[src/rtl/simd_dispatch_controller_pkg.sv]
`default_nettype none
// ============================================================================
// Module      : simd_dispatch_controller_pkg
// Description : Shared types and constants for the SIMD dispatch controller:
//               kernel descriptor, core count, thread-count width, the
//               reserved "no warp" id, the per-core state encoding and small
//               index helpers.
// Revision    : 1.0 - initial release
// ============================================================================
package simd_dispatch_controller_pkg;

    localparam int NUM_SIMD_CORES    = 4;
    localparam int LOG2_THREAD_COUNT = 4;
    localparam int CORE_IDX_W        = (NUM_SIMD_CORES > 1) ? $clog2(NUM_SIMD_CORES) : 1;

    // Reserved id shown on finished_warp_id when nothing retires.
    localparam logic [3:0] NO_WARP = 4'hF;

    typedef struct packed {
        logic [3:0]                   warp_id;
        logic [LOG2_THREAD_COUNT-1:0] num_threads;
        logic [31:0]                  pc;
    } kernel_t;

    typedef enum logic [1:0] {
        IDLE   = 2'd0,
        RUN    = 2'd1,
        RETIRE = 2'd2
    } core_state_t;

    // One-hot grant to binary core index (zero when no bit is set).
    function automatic logic [CORE_IDX_W-1:0] onehot_to_idx(
        input logic [NUM_SIMD_CORES-1:0] oh
    );
        logic [CORE_IDX_W-1:0] idx;
        idx = '0;
        for (int i = 0; i < NUM_SIMD_CORES; i++) begin
            if (oh[i]) begin
                idx = idx | CORE_IDX_W'(i);
            end
        end
        return idx;
    endfunction

    // Core index + 1, wrapping modulo NUM_SIMD_CORES.
    function automatic logic [CORE_IDX_W-1:0] next_core(
        input logic [CORE_IDX_W-1:0] idx
    );
        if (idx == CORE_IDX_W'(NUM_SIMD_CORES - 1)) begin
            return '0;
        end
        return idx + CORE_IDX_W'(1);
    endfunction

endpackage
`default_nettype wire

[src/rtl/simd_dispatch_controller_rr_arbiter.sv]
`default_nettype none
// ============================================================================
// Module      : simd_dispatch_controller_rr_arbiter
// Description : Combinational round-robin arbiter. Grants the first asserted
//               request at or after i_ptr, wrapping around to index 0.
// Ports       : i_req   [N]      request vector
//               i_ptr   [PTR_W]  highest-priority index this cycle
//               o_grant [N]      one-hot grant (all zero when no request)
// Revision    : 1.0 - initial release
// ============================================================================
module simd_dispatch_controller_rr_arbiter #(
    parameter int N     = 4,
    parameter int PTR_W = 2
) (
    input  logic [N-1:0]     i_req,
    input  logic [PTR_W-1:0] i_ptr,
    output logic [N-1:0]     o_grant
);

    logic [N-1:0] w_upper_mask;
    logic [N-1:0] w_req_upper;
    logic [N-1:0] w_sel;

    // Bits at index >= i_ptr. If any of those request, the lowest of them
    // wins; otherwise the search wraps and the lowest request overall wins.
    assign w_upper_mask = ~((N'(1) << i_ptr) - N'(1));
    assign w_req_upper  = i_req & w_upper_mask;
    assign w_sel        = (|w_req_upper) ? w_req_upper : i_req;

    // Isolate the lowest set bit (two's-complement trick).
    assign o_grant = w_sel & (~w_sel + N'(1));

endmodule
`default_nettype wire

[src/rtl/simd_dispatch_controller.sv]
`default_nettype none
// ============================================================================
// Module      : simd_dispatch_controller
// Description : Buffers kernel descriptors from the warp scheduler in a small
//               circular queue, launches them round-robin onto free SIMD
//               cores, tracks per-core IDLE/RUN/RETIRE state and serialises
//               completions onto a single finished_warp_id channel.
// Ports       : clk, rst            clock / synchronous active-high reset
//               valid_kernel        kernel_in valid
//               kernel_in           kernel descriptor
//               kernel_ready        queue not full
//               core_start   [N]    one-cycle launch pulse per core
//               core_pc      [N]    launch PC per core
//               core_threads [N]    active thread count per core
//               core_warp_id [N]    warp id per core
//               core_done    [N]    completion pulse per core
//               busy_mask    [N]    core not IDLE
//               finished_warp_id    retired warp id for one cycle, else NO_WARP
// Revision    : 1.0 - initial release
// ============================================================================
module simd_dispatch_controller
    import simd_dispatch_controller_pkg::*;
#(
    parameter int KQ_DEPTH = 4      // power of two, >= 2
) (
    input  logic                                              clk,
    input  logic                                              rst,
    input  logic                                              valid_kernel,
    input  kernel_t                                           kernel_in,
    output logic                                              kernel_ready,
    output logic [NUM_SIMD_CORES-1:0]                         core_start,
    output logic [NUM_SIMD_CORES-1:0][31:0]                   core_pc,
    output logic [NUM_SIMD_CORES-1:0][LOG2_THREAD_COUNT-1:0]  core_threads,
    output logic [NUM_SIMD_CORES-1:0][3:0]                    core_warp_id,
    input  logic [NUM_SIMD_CORES-1:0]                         core_done,
    output logic [NUM_SIMD_CORES-1:0]                         busy_mask,
    output logic [3:0]                                        finished_warp_id
);

    localparam int             c_aw      = $clog2(KQ_DEPTH);
    localparam logic [c_aw:0]  c_kq_full = (c_aw + 1)'(KQ_DEPTH);
    localparam logic [c_aw:0]  c_cnt_one = (c_aw + 1)'(1);

    // ------------------------------------------------------------------
    // Pending-kernel queue
    // ------------------------------------------------------------------
    kernel_t          r_kq [KQ_DEPTH];
    logic [c_aw-1:0]  r_head;
    logic [c_aw-1:0]  r_tail;
    logic [c_aw:0]    r_count;

    kernel_t          w_head;
    logic             w_push;
    logic             w_pop;
    logic             w_nonempty;
    logic             w_head_zero;

    // Ready depends on the registered count only, so a full queue never
    // accepts even when a pop happens in the same cycle.
    assign kernel_ready = (r_count != c_kq_full);
    assign w_push       = valid_kernel && kernel_ready;
    assign w_nonempty   = (r_count != '0);
    assign w_head       = r_kq[r_head];
    assign w_head_zero  = (w_head.num_threads == '0);

    // ------------------------------------------------------------------
    // Dispatch / retire arbitration
    // ------------------------------------------------------------------
    logic [NUM_SIMD_CORES-1:0]  w_idle_mask;
    logic [NUM_SIMD_CORES-1:0]  w_retire_mask;
    logic [NUM_SIMD_CORES-1:0]  w_retire_req;
    logic [NUM_SIMD_CORES-1:0]  w_disp_grant;
    logic [NUM_SIMD_CORES-1:0]  w_ret_grant;
    logic [CORE_IDX_W-1:0]      w_disp_idx;
    logic [CORE_IDX_W-1:0]      w_ret_idx;
    logic                       w_dispatch;
    logic                       w_any_ret;

    logic [CORE_IDX_W-1:0]      r_dispatch_ptr;
    logic [CORE_IDX_W-1:0]      r_retire_ptr;
    logic [NUM_SIMD_CORES-1:0]  r_ret_q;        // core reported last cycle
    logic [3:0]                 r_finished;

    // A zero-thread head is dropped without needing a free core; it still
    // uses up this cycle's dispatch slot.
    assign w_dispatch = w_nonempty && !w_head_zero && (|w_idle_mask);
    assign w_pop      = w_nonempty && (w_head_zero || (|w_idle_mask));

    // A core reported last cycle is still in RETIRE this cycle; mask it so
    // it is not reported twice while it drops back to IDLE.
    assign w_retire_req = w_retire_mask & ~r_ret_q;
    assign w_any_ret    = |w_retire_req;

    simd_dispatch_controller_rr_arbiter #(
        .N     (NUM_SIMD_CORES),
        .PTR_W (CORE_IDX_W)
    ) u_dispatch_arb (
        .i_req   (w_idle_mask),
        .i_ptr   (r_dispatch_ptr),
        .o_grant (w_disp_grant)
    );

    simd_dispatch_controller_rr_arbiter #(
        .N     (NUM_SIMD_CORES),
        .PTR_W (CORE_IDX_W)
    ) u_retire_arb (
        .i_req   (w_retire_req),
        .i_ptr   (r_retire_ptr),
        .o_grant (w_ret_grant)
    );

    assign w_disp_idx = onehot_to_idx(w_disp_grant);
    assign w_ret_idx  = onehot_to_idx(w_ret_grant);

    // ------------------------------------------------------------------
    // Queue storage (data only; validity is tracked by r_count)
    // ------------------------------------------------------------------
    always_ff @(posedge clk) begin
        if (w_push) begin
            r_kq[r_tail] <= kernel_in;
        end
    end

    always_ff @(posedge clk) begin
        if (rst) begin
            r_head  <= '0;
            r_tail  <= '0;
            r_count <= '0;
        end else begin
            if (w_push) begin
                r_tail <= r_tail + c_aw'(1);
            end
            if (w_pop) begin
                r_head <= r_head + c_aw'(1);
            end
            if (w_push && !w_pop) begin
                r_count <= r_count + c_cnt_one;
            end else if (!w_push && w_pop) begin
                r_count <= r_count - c_cnt_one;
            end
        end
    end

    // ------------------------------------------------------------------
    // Pointers and retirement report
    // ------------------------------------------------------------------
    always_ff @(posedge clk) begin
        if (rst) begin
            r_dispatch_ptr <= '0;
            r_retire_ptr   <= '0;
            r_ret_q        <= '0;
            r_finished     <= NO_WARP;
        end else begin
            r_ret_q <= w_ret_grant;
            if (w_dispatch) begin
                r_dispatch_ptr <= next_core(w_disp_idx);
            end
            if (w_any_ret) begin
                r_retire_ptr <= next_core(w_ret_idx);
                r_finished   <= core_warp_id[w_ret_idx];
            end else begin
                r_finished   <= NO_WARP;
            end
        end
    end

    assign finished_warp_id = r_finished;

    // ------------------------------------------------------------------
    // Per-core state machines
    // ------------------------------------------------------------------
    for (genvar gi = 0; gi < NUM_SIMD_CORES; gi++) begin : g_core
        core_state_t                   r_state;
        logic                          r_start;
        logic [31:0]                   r_pc;
        logic [LOG2_THREAD_COUNT-1:0]  r_threads;
        logic [3:0]                    r_warp;

        always_ff @(posedge clk) begin
            if (rst) begin
                r_state   <= IDLE;
                r_start   <= 1'b0;
                r_pc      <= '0;
                r_threads <= '0;
                r_warp    <= '0;
            end else begin
                r_start <= 1'b0;
                unique case (r_state)
                    IDLE: begin
                        if (w_dispatch && w_disp_grant[gi]) begin
                            r_state   <= RUN;
                            r_start   <= 1'b1;
                            r_pc      <= w_head.pc;
                            r_threads <= w_head.num_threads;
                            r_warp    <= w_head.warp_id;
                        end
                    end
                    RUN: begin
                        if (core_done[gi]) begin
                            r_state <= RETIRE;
                        end
                    end
                    RETIRE: begin
                        // Leave RETIRE the edge after this core was reported.
                        if (r_ret_q[gi]) begin
                            r_state <= IDLE;
                        end
                    end
                    default: begin
                        r_state <= IDLE;
                    end
                endcase
            end
        end

        assign w_idle_mask[gi]   = (r_state == IDLE);
        assign w_retire_mask[gi] = (r_state == RETIRE);
        assign busy_mask[gi]     = (r_state != IDLE);
        assign core_start[gi]    = r_start;
        assign core_pc[gi]       = r_pc;
        assign core_threads[gi]  = r_threads;
        assign core_warp_id[gi]  = r_warp;
    end

endmodule
`default_nettype wire

[config.mk]
export PLATFORM = sky130hd
export DESIGN_NAME = simd_dispatch_controller
export DESIGN_NICKNAME = d
export VERILOG_FILES = /design/src/rtl/simd_dispatch_controller_pkg.sv /design/src/rtl/simd_dispatch_controller_rr_arbiter.sv /design/src/rtl/simd_dispatch_controller.sv
export SDC_FILE = /design/constraint.sdc
export NUM_CORES = 1
export LEC_CHECK = 0
export CELL_PAD_IN_SITES_DETAIL_PLACEMENT = 2
export CELL_PAD_IN_SITES_GLOBAL_PLACEMENT = 2
export CORE_MARGIN = 4
export CORE_UTILIZATION = 37
export DETAILED_ROUTE_END_ITERATION = 8
export PLACE_DENSITY_LB_ADDON = 0.1
export SYNTH_ARGS = -nofsm -noshare
export SYNTH_HDL_FRONTEND = slang
export SYNTH_HIERARCHICAL = 1
export SYNTH_SLANG_ARGS = --single-unit
[constraint.sdc]
create_clock -name clk -period 3.5 [get_ports clk]
set_input_delay 0.7 -clock clk [delete_from_list [all_inputs] [get_ports clk]]
set_output_delay 0.7 -clock clk [all_outputs]
set_load 0.03 [all_outputs]
* Word-level counts from Yosys, hierarchy flattened
Memories as Yosys holds them, arrays and structs flattened. A register that Yosys moved wholly into a read port is not among the register bits. Index checks and enable logic that the tools add are counted.
Storage, ports and cells: RAM bits 160, memories kept 1, input port bits 47, logic and storage cells 167, register bits after elaboration 191, output and inout bits 173
Cells by class: magnitude comparators 1, shift operators 2, bitwise logic cells 15, reduce and logical (&&, ||, !) cells 42, add/subtract/negate cells 10, multiplexer cells 46, eq/ne operators 23
Memory list:
- r_kq | depth 4, width 40, rd ports 1, clocked after memory_dff 1, write ports 1, RTL line simd_dispatch_controller.sv:47 | kernel_t r_kq [KQ_DEPTH];
Operator list (count):
- 2-to-1 mux 2 bit | 22
- case mux 2 bit (3 select lines) | 4
- AND 4 bit | 5
- inverter 4 bit | 5
- != test 2 bit (second input constant) | 8
- OR reduction 4 bit | 4
- 2-to-1 mux 1 bit | 14
- == test 2 bit (second input constant) | 6
- 2-to-1 mux 4 bit | 3
- AND reduction 3 bit | 4
- logical AND 1 bit | 10
- nonzero test 2 bit | 5
- OR reduction 2 bit | 5
- adder 2 x 1 -> 2 bit (second input constant) | 4
- adder 4 x 1 -> 4 bit (second input constant) | 2
- binary-select mux 4 bit (select 2 bit) | 1
- == test 2 x 1 -> 1 bit (second input constant) | 4
- zero test 2 bit | 4
- != test 2 x 1 -> 1 bit (second input constant) | 4
- AND reduction 2 bit | 4
- left shift 1 x 2 -> 4 bit (first input constant) | 2
- subtractor 4 x 2 -> 4 bit (second input constant) | 2
- 2-to-1 mux 3 bit | 2
- inverter 1 bit | 5
- 8 further kinds | 10

* Longest topological paths before layout
word-level depth 17, mapped depth 13, gate-level depth less buffers 10

* By module
The synthesis kept the hierarchy.
Modules (own cells, without submodules):
- simd_dispatch_controller | area each 13782.0 sq um, sequential area each 8668.3 sq um, cells each 951, instances 1
- simd_dispatch_controller_rr_arbiter | area each 107.6 sq um, sequential area each 0.0 sq um, cells each 16, instances 2

* Worst setup path before layout
OpenSTA, ideal clock, no wires.
path kind register to register, start point register (tool-made name), end point register r_count[2], data arrival time 2712 ps, setup time 71 ps, period minus slack after synthesis 2783 ps, data required time 3429 ps, path buffers 3, stages on the path, launching flop included 14, slack 717 ps, path through dfxtp_1 -> buf_6 -> buf_6 -> mux4_2 -> or4_1 -> buf_4 -> nand2b_1 -> nand2_1 -> ha_1 -> inv_1 -> fa_1 -> xor2_1 -> or3_1 -> a21oi_1
RTL lines:
- end signal: assignment | RTL line simd_dispatch_controller.sv:137 | r_count <= r_count + c_cnt_one;
- end signal: assignment | RTL line simd_dispatch_controller.sv:139 | r_count <= r_count - c_cnt_one;
- end: declaration | RTL line simd_dispatch_controller.sv:50 | logic [c_aw:0] r_count;

* Worst setup path in the final report
start point register g_core[0].r_state[0], end point output port busy_mask[0]
On the way: cells in the longest elaborated chain, start to end 1
Ends and longest elaborated chain:
- start: declaration | RTL line simd_dispatch_controller.sv:173 | core_state_t r_state;
- start signal: assignment | RTL line simd_dispatch_controller.sv:181 | r_state <= IDLE;
- start signal: assignment | RTL line simd_dispatch_controller.sv:191 | r_state <= RUN;
- start signal: assignment | RTL line simd_dispatch_controller.sv:200 | r_state <= RETIRE;
- nonzero test 2 bit | RTL line simd_dispatch_controller.sv:218 | assign busy_mask[gi] = (r_state != IDLE);
- end: declaration | RTL line simd_dispatch_controller.sv:36 | output logic [NUM_SIMD_CORES-1:0] busy_mask,
No other way between the ends.

==> reports/results.tsv <==
metric	value	unit
status	finished, final reports clean	
cts_hold_buf	0	
finalSetupViolCount	0	
holdPathStages	2	
timing.slew.headroom	0.4192	
cts_tree	done	
grt_first_pass_wirelength	59680	um
pwr_density_cell	853.4	nW/um^2
track_usage	0.1865	
ys.flop_type	dfxtp_1	
area_growth_syn_to_layout	28.40	%
cellLeakagePower	7.066	nW
pwr-share-comb	0.359	
numPortBuffers	219	
grt_remaining_overflow	0	
dr_total_vias	8608	
synth.most_common_cell	nand2b_1	
synth-edff-count	160	
p_switching	0.005375	W
cts.sinks	353	
hold_start	g_core[1].r_pc[3]	
tns	0	ns
cp_max_fo	9	
fmax	335.7	MHz
die_h	202.5	um
critPathLaunch	g_core[0].r_state[0]	
fin_util	0.4863	
finalNonFillerCells	1748	
synth_top_area_cell	edfxtp_1	
first_pass_iters	6	
cts_setup_buffers	0	
synth_cell_types	44	
hold_violations	0	
syn-instance-count	983	
drt-vias-per-instance	4.924	
synth_area_leaders	edfxtp_1 34%, dfxtp_1 28%, mux2i_1 12%	
root_buffer	clkbuf_16	
remaining_drc_errors	0	
crit_arrival	2.28	ns
ys_ff_latch	353	
synth_area	14000	um^2
dp_cells	1676	
drv_cap	0	
drtAntennaViolNets	0	
ys_async_sr_fraction	0	
cp.required	2.80	ns
seqPwrFrac	0.368	
synthTopCellsByCount	201 x nand2b_1, 193 x dfxtp_1, 169 x mux2i_1	
fillers	3564	
post_cts_resize_count	0	
fp-row-count	70	
min_period	2.979	ns
min_to	g_core[1].r_pc[3]	
hold_path_class	reg -> reg	
grt_pass1_vias	9707	
yosysSeqAreaShare	0.6193	
cp-end-kind	output port	
dr.first_iter.drc_count	307	
start_kind	flip-flop	
max-clock-path-buffers	3	
yosysWarnings	6	
place.gp.congestion	0.6863	
rsz0062_at_grt	false	
ir_drop	0.0004520	V
grt_max_degree	72	
path_clk_slew	0.06	ns
r2r_end	g_core[2].r_pc[5]	
post_drt_wl_per_cell	22.18	um
netlist.area_leader.share	0.3433	
post-dp-hpwl	25810	um
worstMarginPinSlew	0.8680	ns
postSynthAreaPerCell	14.24	um^2
start_util	0.3787	
final_area	17970	um^2
drive_gt1_frac	0.1199	
worst-setup-path-type	reg -> out	
coreArea	36960	um^2
swShare	0.3505	
cts_buffers	39	
die_area	41010	um^2
ios	220	
period_share	0.8512	
htree_levels	2	
reg2reg_slack	0.65	ns
r2r_cells	6	
synth_fp_nets	1036	
clk_latency	0.55	ns
final_net_count	1266	
place_area	16670	um^2
internal_power	0.009962	W
die_x	202.5	um
antenna_found_initial	6	
pwr-share-clk	0.273	
drt-total-wl	38770	um
clock-skew-final	0.01843	ns
maxSlewViolCount	0	
[flip-flops by register name, indices dropped and copies added (netlist names), named ones only]
signal,cells
r_ret_q,4
g_core.r_state,8
r_dispatch_ptr,2
r_head,2
g_core.r_warp,16
r_tail,2
g_core.r_threads,16
finished_warp_id,4
r_count,3
g_core.r_start,4
r_retire_ptr,2
g_core.r_pc,128
r_kq,160
[kinds of logic (layout without fill, tap and decap cells)]
logic type | Yosys count | after routing | synth area share
flip-flops | 353 | 353 | 0.6193
AND/OR/NAND/NOR | 285 | 285 | 0.1250
multiplexers | 215 | 215 | 0.1900
buffers and inverters | 76 | 336 | 0.03593
AO/OA/AOI/OAI | 43 | 43 | 0.02074
adder cells (fa/ha/maj) | 6 | 6 | 0.005900
XOR/XNOR | 5 | 5 | 0.003129
other | 0 | 1 | 0
[power by group through the flow]
stage / Sequential (W) / Combinational (W) / Clock, W
2_1_floorplan: 0.00662 / 0.00266 / 0
3_3_place_gp: 0.00570 / 0.00545 / 0
3_5_place_dp: 0.00573 / 0.00555 / 0
4_1_cts: 0.00566 / 0.00561 / 0.00431
5_1_grt: 0.00575 / 0.00585 / 0.00450
6_report: 0.00565 / 0.00550 / 0.00419
[how the worst max path moves through the flow]
stage                                   endpoint  slack (ns)  cells past startpoint
after floorplan                       r_count[2]        0.72                     13
after global placement                r_count[2]        0.68                      9
after detailed placement  g_core[2].r_threads[0]        0.64                      6
after CTS                           busy_mask[0]        0.51                      3
after global routing                busy_mask[0]        0.43                      3
final                               busy_mask[0]        0.52                      3
[routing by layer]
metal  routed length (um)  track usage  up-vias
met1                17030       0.2386     4415
met5                   61            0        -
met4                  672      0.04534       10
met3                 1845      0.04328       49
met2                19170       0.3226      170
li1                     -            -     3964
[critical path, stage by stage, from the launching register on]
cell and delay (ns):
dfxtp_1 0.35, nor2_1 0.67, inv_1 0.10, clkdlybuf4s50_1 0.62
[layout make-up]
cell class,count,area [um^2],share of cell area
sequential,353,8673,0.4826
clock inverter,15,220.2,0.01225
tap,504,630.6,0.03509
multi-input combinational,554,4831,0.2688
inverter,18,67.56,0.003759
clock buffer,56,1081,0.06015
antenna,1,2.502,0.0001392
timing repair buffer,247,2466,0.1372
[cell usage in the layout (no fill, tap or decap), types with 6 or more instances in the layout]
cell type / instances
clkdlybuf4s50_1: 218
clkbuf_1: 14
edfxtp_1: 160
mux2_2: 6
nor2_1: 21
clkbuf_16: 40
nor2b_1: 6
buf_4: 23
o22ai_1: 6
nand2b_1: 201
mux2i_1: 169
nor3_1: 8
inv_1: 16
o21ai_0: 9
dfxtp_1: 191
nand2_1: 20
mux4_2: 40
a21oi_1: 8
[stage by stage]
step	hold slack (ns)	setup WS (ns)	power, W
after global routing	0.5030	0.4336	0.01610
final	0.4770	0.5209	0.01534
after CTS	0.4829	0.5130	0.01558
after detailed placement	0.4724	0.6392	0.01129
after global placement	0.4605	0.6798	0.01115
after floorplan	0.4835	0.7172	0.009280
Note: power is estimated with default switching activity, not from simulation.
